[src/rtl/vm_pkg.sv]
// Shared types and constants for the vending-machine controller.
package vm_pkg;

    typedef enum logic [1:0] {
        IDLE     = 2'd0,
        COLLECT  = 2'd1,
        DISPENSE = 2'd2,
        CHANGE   = 2'd3
    } vm_state_e;

    localparam logic [1:0] ITEM_NONE = 2'd0;
    localparam logic [1:0] ITEM1_ID  = 2'd1;
    localparam logic [1:0] ITEM2_ID  = 2'd2;
    localparam logic [1:0] ITEM3_ID  = 2'd3;

    localparam int COIN_P1_VALUE = 1;
    localparam int COIN_P5_VALUE = 5;

    // Even parity over a state code, available for downstream state checkers.
    function automatic logic state_parity(input vm_state_e st);
        return ^st;
    endfunction

endpackage

[src/rtl/vm_stock_counter.sv]
// Per-item stock counter: loads STOCK_INIT at reset or restock,
// decrements on a vend and holds at zero until reloaded.
module vm_stock_counter #(
    parameter int STOCK_W    = 4,
    parameter int STOCK_INIT = 5
) (
    input  logic               clk,
    input  logic               nRst,
    input  logic               load,
    input  logic               dec,
    output logic               empty,
    output logic [STOCK_W-1:0] count
);

    localparam logic [STOCK_W-1:0] INIT_VAL = STOCK_W'(STOCK_INIT);

    logic [STOCK_W-1:0] count_q;

    // Stock register: reload has priority, zero is sticky against dec.
    always_ff @(posedge clk or negedge nRst) begin
        if (!nRst) begin
            count_q <= INIT_VAL;
        end else if (load) begin
            count_q <= INIT_VAL;
        end else if (dec && (count_q != {STOCK_W{1'b0}})) begin
            count_q <= count_q - {{(STOCK_W-1){1'b0}}, 1'b1};
        end else begin
            count_q <= count_q;
        end
    end

    assign count = count_q;
    assign empty = (count_q == {STOCK_W{1'b0}});

endmodule

[src/rtl/vend_controller.sv]
// Vending sequencer: accumulates coin credit, vends one item per accepted
// select, then pays back remaining credit one unit per cycle.
module vend_controller
    import vm_pkg::*;
#(
    parameter int PRICE1     = 3,
    parameter int PRICE2     = 5,
    parameter int PRICE3     = 6,
    parameter int CREDIT_W   = 4,
    parameter int STOCK_W    = 4,
    parameter int STOCK_INIT = 5
) (
    input  logic                clk,
    input  logic                nRst,
    input  logic                p1,
    input  logic                p5,
    input  logic                item1,
    input  logic                item2,
    input  logic                item3,
    input  logic                cancel,
    input  logic                restock,
    output logic                dispense,
    output logic [1:0]          dispense_id,
    output logic                change,
    output logic                coin_reject,
    output logic                busy,
    output logic [CREDIT_W-1:0] credit,
    output logic [2:0]          sold_out
);

    localparam logic [CREDIT_W:0]   MAX_CREDIT_X = {1'b0, {CREDIT_W{1'b1}}};
    localparam logic [CREDIT_W:0]   COIN1_X      = (CREDIT_W+1)'(COIN_P1_VALUE);
    localparam logic [CREDIT_W:0]   COIN5_X      = (CREDIT_W+1)'(COIN_P5_VALUE);
    localparam logic [CREDIT_W-1:0] PRICE1_X     = CREDIT_W'(PRICE1);
    localparam logic [CREDIT_W-1:0] PRICE2_X     = CREDIT_W'(PRICE2);
    localparam logic [CREDIT_W-1:0] PRICE3_X     = CREDIT_W'(PRICE3);
    localparam logic [CREDIT_W-1:0] ONE_X        = {{(CREDIT_W-1){1'b0}}, 1'b1};

    vm_state_e           state_q, state_d;
    logic [CREDIT_W-1:0] credit_q, credit_d;
    logic [1:0]          vend_id_q, vend_id_d;

    logic [CREDIT_W:0]   coin_val_s;
    logic [CREDIT_W:0]   coin_sum_s;
    logic                coin_over_s;
    logic [CREDIT_W-1:0] credit_fit_s;
    logic [CREDIT_W-1:0] credit_vend_s;
    logic [1:0]          sel_id_s;
    logic [2:0]          sel_onehot_s;
    logic [CREDIT_W-1:0] sel_price_s;
    logic                sel_accept_s;
    logic                coin_reject_s;
    logic                load_s;
    logic [2:0]          dec_s;
    logic [2:0]          empty_s;
    logic [2:0]          in_stock_s;
    logic [STOCK_W-1:0]  stock1_s, stock2_s, stock3_s;

    // Coin arithmetic one bit wider than credit so overflow is visible.
    assign coin_val_s    = (p1 ? COIN1_X : {(CREDIT_W+1){1'b0}})
                         + (p5 ? COIN5_X : {(CREDIT_W+1){1'b0}});
    assign coin_sum_s    = {1'b0, credit_q} + coin_val_s;
    assign coin_over_s   = (coin_sum_s > MAX_CREDIT_X);
    assign credit_fit_s  = coin_over_s ? credit_q : coin_sum_s[CREDIT_W-1:0];
    assign credit_vend_s = credit_fit_s - sel_price_s;

    assign in_stock_s = {(stock3_s != {STOCK_W{1'b0}}),
                         (stock2_s != {STOCK_W{1'b0}}),
                         (stock1_s != {STOCK_W{1'b0}})};

    // Fixed-priority select; only the winner is checked against credit and stock.
    always_comb begin
        sel_id_s     = ITEM_NONE;
        sel_onehot_s = 3'b000;
        sel_price_s  = {CREDIT_W{1'b0}};
        if (item1) begin
            sel_id_s     = ITEM1_ID;
            sel_onehot_s = 3'b001;
            sel_price_s  = PRICE1_X;
        end else if (item2) begin
            sel_id_s     = ITEM2_ID;
            sel_onehot_s = 3'b010;
            sel_price_s  = PRICE2_X;
        end else if (item3) begin
            sel_id_s     = ITEM3_ID;
            sel_onehot_s = 3'b100;
            sel_price_s  = PRICE3_X;
        end else begin
            sel_id_s     = ITEM_NONE;
        end
        sel_accept_s = (sel_onehot_s != 3'b000)
                    && (credit_q >= sel_price_s)
                    && ((sel_onehot_s & in_stock_s) != 3'b000);
    end

    // Next-state, credit update, stock control and coin refusal.
    always_comb begin
        state_d       = state_q;
        credit_d      = credit_q;
        vend_id_d     = vend_id_q;
        coin_reject_s = 1'b0;
        load_s        = 1'b0;
        dec_s         = 3'b000;
        case (state_q)
            IDLE, COLLECT: begin
                coin_reject_s = (p1 | p5) & coin_over_s;
                credit_d      = credit_fit_s;
                if (cancel && (state_q == COLLECT)) begin
                    state_d = CHANGE;
                end else if (restock) begin
                    load_s  = 1'b1;
                    state_d = (credit_fit_s == {CREDIT_W{1'b0}}) ? IDLE : COLLECT;
                end else if (sel_accept_s) begin
                    credit_d  = credit_vend_s;
                    dec_s     = sel_onehot_s;
                    vend_id_d = sel_id_s;
                    state_d   = DISPENSE;
                end else begin
                    state_d = (credit_fit_s == {CREDIT_W{1'b0}}) ? IDLE : COLLECT;
                end
            end
            DISPENSE: begin
                coin_reject_s = p1 | p5;
                state_d       = (credit_q != {CREDIT_W{1'b0}}) ? CHANGE : IDLE;
            end
            CHANGE: begin
                coin_reject_s = p1 | p5;
                if (credit_q <= ONE_X) begin
                    credit_d = {CREDIT_W{1'b0}};
                    state_d  = IDLE;
                end else begin
                    credit_d = credit_q - ONE_X;
                    state_d  = CHANGE;
                end
            end
            default: begin
                credit_d = {CREDIT_W{1'b0}};
                state_d  = IDLE;
            end
        endcase
    end

    // Controller state, credit and latched vend id.
    always_ff @(posedge clk or negedge nRst) begin
        if (!nRst) begin
            state_q   <= IDLE;
            credit_q  <= {CREDIT_W{1'b0}};
            vend_id_q <= ITEM_NONE;
        end else begin
            state_q   <= state_d;
            credit_q  <= credit_d;
            vend_id_q <= vend_id_d;
        end
    end

    vm_stock_counter #(.STOCK_W(STOCK_W), .STOCK_INIT(STOCK_INIT)) u_stock1 (
        .clk(clk), .nRst(nRst), .load(load_s), .dec(dec_s[0]),
        .empty(empty_s[0]), .count(stock1_s)
    );
    vm_stock_counter #(.STOCK_W(STOCK_W), .STOCK_INIT(STOCK_INIT)) u_stock2 (
        .clk(clk), .nRst(nRst), .load(load_s), .dec(dec_s[1]),
        .empty(empty_s[1]), .count(stock2_s)
    );
    vm_stock_counter #(.STOCK_W(STOCK_W), .STOCK_INIT(STOCK_INIT)) u_stock3 (
        .clk(clk), .nRst(nRst), .load(load_s), .dec(dec_s[2]),
        .empty(empty_s[2]), .count(stock3_s)
    );

    assign dispense    = (state_q == DISPENSE);
    assign dispense_id = (state_q == DISPENSE) ? vend_id_q : ITEM_NONE;
    assign change      = (state_q == CHANGE);
    assign busy        = (state_q == DISPENSE) || (state_q == CHANGE);
    assign credit      = credit_q;
    assign coin_reject = coin_reject_s;
    assign sold_out    = empty_s;

endmodule

[config.mk]
export PLATFORM = sky130hd
export DESIGN_NAME = vend_controller
export DESIGN_NICKNAME = d
export VERILOG_FILES = /design/src/rtl/vm_pkg.sv /design/src/rtl/vm_stock_counter.sv /design/src/rtl/vend_controller.sv
export SDC_FILE = /design/constraint.sdc
export NUM_CORES = 1
export LEC_CHECK = 0
export ABC_AREA = 1
export CORE_MARGIN = 2
export CORE_UTILIZATION = 56
export CTS_CLUSTER_DIAMETER = 100
export DETAILED_ROUTE_END_ITERATION = 8
export PLACE_DENSITY = 0.8
export SYNTH_ARGS = -nofsm -noshare
export SYNTH_HDL_FRONTEND = slang
export SYNTH_HIERARCHICAL = 1
export SYNTH_SLANG_ARGS = --single-unit
[constraint.sdc]
create_clock -name clk -period 3.5 [get_ports clk]
set_input_delay 0.7 -clock clk [delete_from_list [all_inputs] [get_ports clk]]
set_output_delay 0.7 -clock clk [all_outputs]
set_load 0.01 [all_outputs]
==> results by stage <==
STA:
- For the finished layout, the period the worst path requires is 3170 ps.
- Of the available clock period, the critical path in the final layout requires 90.6%.
- The relative slew slack is 38.7%.
- At the pin with the least slew margin, the transition time is 917 ps.
- Setup slack closes at 328 ps.
- The worst-case clock skew is 9.28 ps.
- The number of hold-slack violations in the final timing report is 0.
- Setup violations remaining at the end of the flow were counted as 0.
- The max-slew violation count is 0.
- Setup repair after global routing left no endpoint under its margin.
- The highest clock rate is 0.315 GHz.

Layout:
- The fraction of final layout cells with drive strength greater than 1 is 14.1%.
- Once layout is complete, the cells apart from fillers number 316.
- The area growth from synthesis to layout is 18.4%.
- Summing all non-filler instances in the final layout gives an area of 2070 µm².
- The number of antenna repair diodes is 0.
- For this run, the post-layout net count is 309.

Route:
- The detailed router's first-iteration violation count is 95.
- The post-route antenna net violation count is 0.
- The total vias in the final route is 1,644.
- The final routed DRC violation total is 0.
- The aggregate routed wire length is 3620 µm.
- Dividing the detail-routed via count by the number of cells gives 5.20.
- After detailed routing, the average wire length per cell comes to 11.4 µm.
- For this run, the detailed router's first-pass iteration total came to 4.

Place:
- The weighted congestion at the end of routability-driven global placement is 0.909.
- The number of instances in the placed design is 312.
- Summing all placed instances gives a cell area of 2010 µm².
- The number of port buffers is 21.
- Detailed placement ended at an HPWL of 2820 µm.
- OpenSTA, run right after detailed placement, puts the worst setup slack at 15.0 ps.

Yosys:
- The synthesis-stage register bit count is 20.
- The synthesized netlist contains 25 unique library cells.
- The number of nets in the synthesized netlist is 281.
- The number of warnings issued by yosys is 6.
- Averaged over all synthesized cells, the footprint is 6.81 µm².
- The instance count of the mapped netlist is 256.
- The sequential share of the synthesized area is 29.1%.
- The mapped cell area is 1740 µm².

Floorplanning:
- The initial cell density of the core is 58.1%.
- The width of the die is 59.8 µm.
- The die is 59.8 µm tall.
- The standard-cell row count is 20.
- The total area inside the core boundary comes to 3000 µm².
- The die covers 3580 µm².
- During I/O placement, the number of pins put on the boundary was 22.

Hold path:
- The class of the most critical hold timing path is flop to flop.
- The cell depth of the worst min-delay path is 2.
- The end of the worst hold path is u_stock1/count[2].
- The startpoint identified for the worst hold timing path is u_stock1/count[2].

Setup path:
- The slack of the worst reg-to-reg path is 720 ps.
- The kind of critical path is primary input to flop.
- The required time at the endpoint of the critical path is 3750 ps.
- Of all nets on the critical path, the largest fanout is 5.
- The category of the worst setup path launch point is a primary input.
- The reg-to-reg critical path endpoint is credit[1].
- At the worst endpoint, the arrival time is 3420 ps.
- The critical path goes through clkdlybuf4s50_1 -> fa_1 -> ha_1 -> nand2_1 -> inv_2 -> o21ai_4 -> nor2_1 -> a21oi_1 -> ha_1 -> inv_1 -> fa_1 -> inv_1 -> nand2_1 -> nand3_1 -> a21oi_1.
- STA classifies the critical path endpoint as a flop.
- The largest single stage delay on the critical path is 500 ps.
- The startpoint identified for the worst register-to-register timing path is credit[0].
- The worst register-to-register path has a depth of 14.
- The cell with the biggest individual delay on the critical path is sky130_fd_sc_hd__fa_1.

Clocking:
- The clock net sink count is 20.
- In this run the deepest clock path goes through 2 buffers.
- In this run the number of H-tree levels came out at 1.
- The number of hold buffers added after CTS is 0.
- The number of buffers created by CTS is 3.
- The CTS tree is built.
- The cell sitting at the root of the clock tree is a sky130_fd_sc_hd__clkbuf_4.
- The insertion delay of the later-clocked pin in the worst-skew pair is 310 ps.
- After clock tree synthesis, the clock-pin slew on the worst setup and hold paths is 130 ps.

Power and ir drop:
- Power spread over the standard cell area amounts to 874 nW/µm².
- For this design the total switching power over the nets is 0.000843 W.
- Summing internal, switching and leakage power gives 0.00181 W.
- Net switching is 46.7% of the power.
- The share of total power in the clock network is 10.7%.
- The worst supply voltage drop on vdd is 0.546 mV.
- The sequential share of power is 26.4%.
- The internal power consumption is 0.000963 W.
- Combinational cells account for 62.9% of the total power.
- The standby leakage power is 1.09 nW.

GRT:
- The remaining global-route overflow is 0.
- The via count of the first global-routing pass is 1,408.
- Global routing used 22.1% of the available tracks.
- The initial antenna violation count is 0.
- The first-pass GRT wire length is 6080 µm.
- The pin count of the biggest net entering global routing is 21.

Outcome:
- The run finished with clean final reports.

Job:
- The number of max-cap violations is 0.
layout by cell type (no fill, tap or decap), drive strengths merged:
cell type / instances
nand2: 71
inv: 47
nor2: 41
clkdlybuf4s50: 20
o21ai: 17
nand3: 16
ha: 14
dfrtp: 14
a21oi: 11
nand4: 6
dfstp: 6
xor2: 4
buf: 4
clkbuf: 3
xnor2: 2
fa: 2
o211ai: 1
nor3: 1
a211oi: 1
bufinv: 1
dlymetal6s2s: 1
what timing repair did:
action                                  in CTS  in global routing
endpoints found under the setup margin       0                  1
resized for setup                            0                  1
setup buffers                                0                  0
endpoints found under the hold margin        0                  0
power by group through the flow:
stage / Combinational [W] / Sequential, W / Clock, W
after floorplan: 0.000804 / 0.000443 / 0
after global placement: 0.00112 / 0.000479 / 0
after detailed placement: 0.00113 / 0.000480 / 0
after CTS: 0.00114 / 0.000476 / 0.000199
after global routing: 0.00129 / 0.000488 / 0.000208
final: 0.00114 / 0.000476 / 0.000193
critical path, delay by kind of cell:
family / cells / cell delay, ps
adders and majority gates: 4 / 1380
and+or+nand+nor: 4 / 280
buffers and inverters: 4 / 600
AOI/OAI and AO/OA: 3 / 470
cell usage after synthesis:
cell,number,area share [%]
sky130_fd_sc_hd__nor2_2,8,2.9
sky130_fd_sc_hd__o211ai_1,1,0.43
sky130_fd_sc_hd__o21ai_1,7,2.0
sky130_fd_sc_hd__a21oi_1,11,3.2
sky130_fd_sc_hd__nand4_1,6,2.2
sky130_fd_sc_hd__xnor2_1,2,1.0
sky130_fd_sc_hd__nor3_1,1,0.29
sky130_fd_sc_hd__fa_1,2,2.3
sky130_fd_sc_hd__inv_1,42,9.0
sky130_fd_sc_hd__nand2_2,8,2.9
sky130_fd_sc_hd__ha_1,14,10
sky130_fd_sc_hd__nand2_1,60,13
sky130_fd_sc_hd__xor2_1,4,2.0
sky130_fd_sc_hd__buf_6,1,0.65
sky130_fd_sc_hd__nand3_2,1,0.57
sky130_fd_sc_hd__dfrtp_1,14,20
sky130_fd_sc_hd__nand2_4,3,1.9
sky130_fd_sc_hd__o21ai_0,9,2.6
sky130_fd_sc_hd__nand3_1,15,4.3
sky130_fd_sc_hd__clkbuf_1,1,0.22
sky130_fd_sc_hd__o21ai_4,1,0.93
sky130_fd_sc_hd__a211oi_1,1,0.43
sky130_fd_sc_hd__inv_2,5,1.1
sky130_fd_sc_hd__nor2_1,33,7.1
sky130_fd_sc_hd__dfstp_2,6,9.0
per-stage QoR:
stage / setup TNS [ps] / hold WS [ps] / util [%]
floorplan: 0 / 404 / -
CTS: 0 / 513 / 68.7
global placement: -0.168 / 493 / 67.0
finish: 0 / 508 / 68.8
global route: 0 / 525 / 68.8
detailed placement: 0 / 496 / 67.0
cells by family after synthesis:
| kind of cell | Yosys count | share of synthesized area, % |
|---|---|---|
| XOR/XNOR | 6 | 3.01 |
| flip-flops | 20 | 29.1 |
| adder cells (fa/ha/maj) | 16 | 12.3 |
| buffers and inverters | 49 | 11.0 |
| AND/OR/NAND/NOR | 135 | 35.0 |
| AO/OA/AOI/OAI | 30 | 9.54 |
layout make-up:
cell class                      count  area [µm²]
Clock inverter                      1        30.0
Multi-Input combinational cell    187        1040
Tap cell                           33        41.3
Inverter                           47         176
Sequential cell                    20         508
Fill cell                         261         937
Timing Repair Buffer               25         243
Clock buffer                        3        22.5
sequential cells by signal, summed over array words and instances, names as in the netlist:
register	cells
credit	4
state_q	2
u_stock1/count	4
u_stock2/count	4
u_stock3/count	4
vend_id_q	2
worst max-delay path by stage:
stage          startpoint           to  slack, ps  cells past startpoint
2_1_floorplan          p1    credit[2]        590                     14
3_3_place_gp           p1    credit[2]       -0.2                     15
3_5_place_dp           p1    credit[1]         20                     15
4_1_cts                p1  coin_reject         30                     10
5_1_grt                p1    credit[2]        150                     15
6_report               p1    credit[1]        330                     15
routing by layer:
layer | track usage, % | wire [µm]
met5 | 0 | 0
met4 | 2.86 | 17
met3 | 4.55 | 178
met2 | 34.3 | 1600
met1 | 32.6 | 1820
Note: power is estimated with default switching activity, not from simulation.
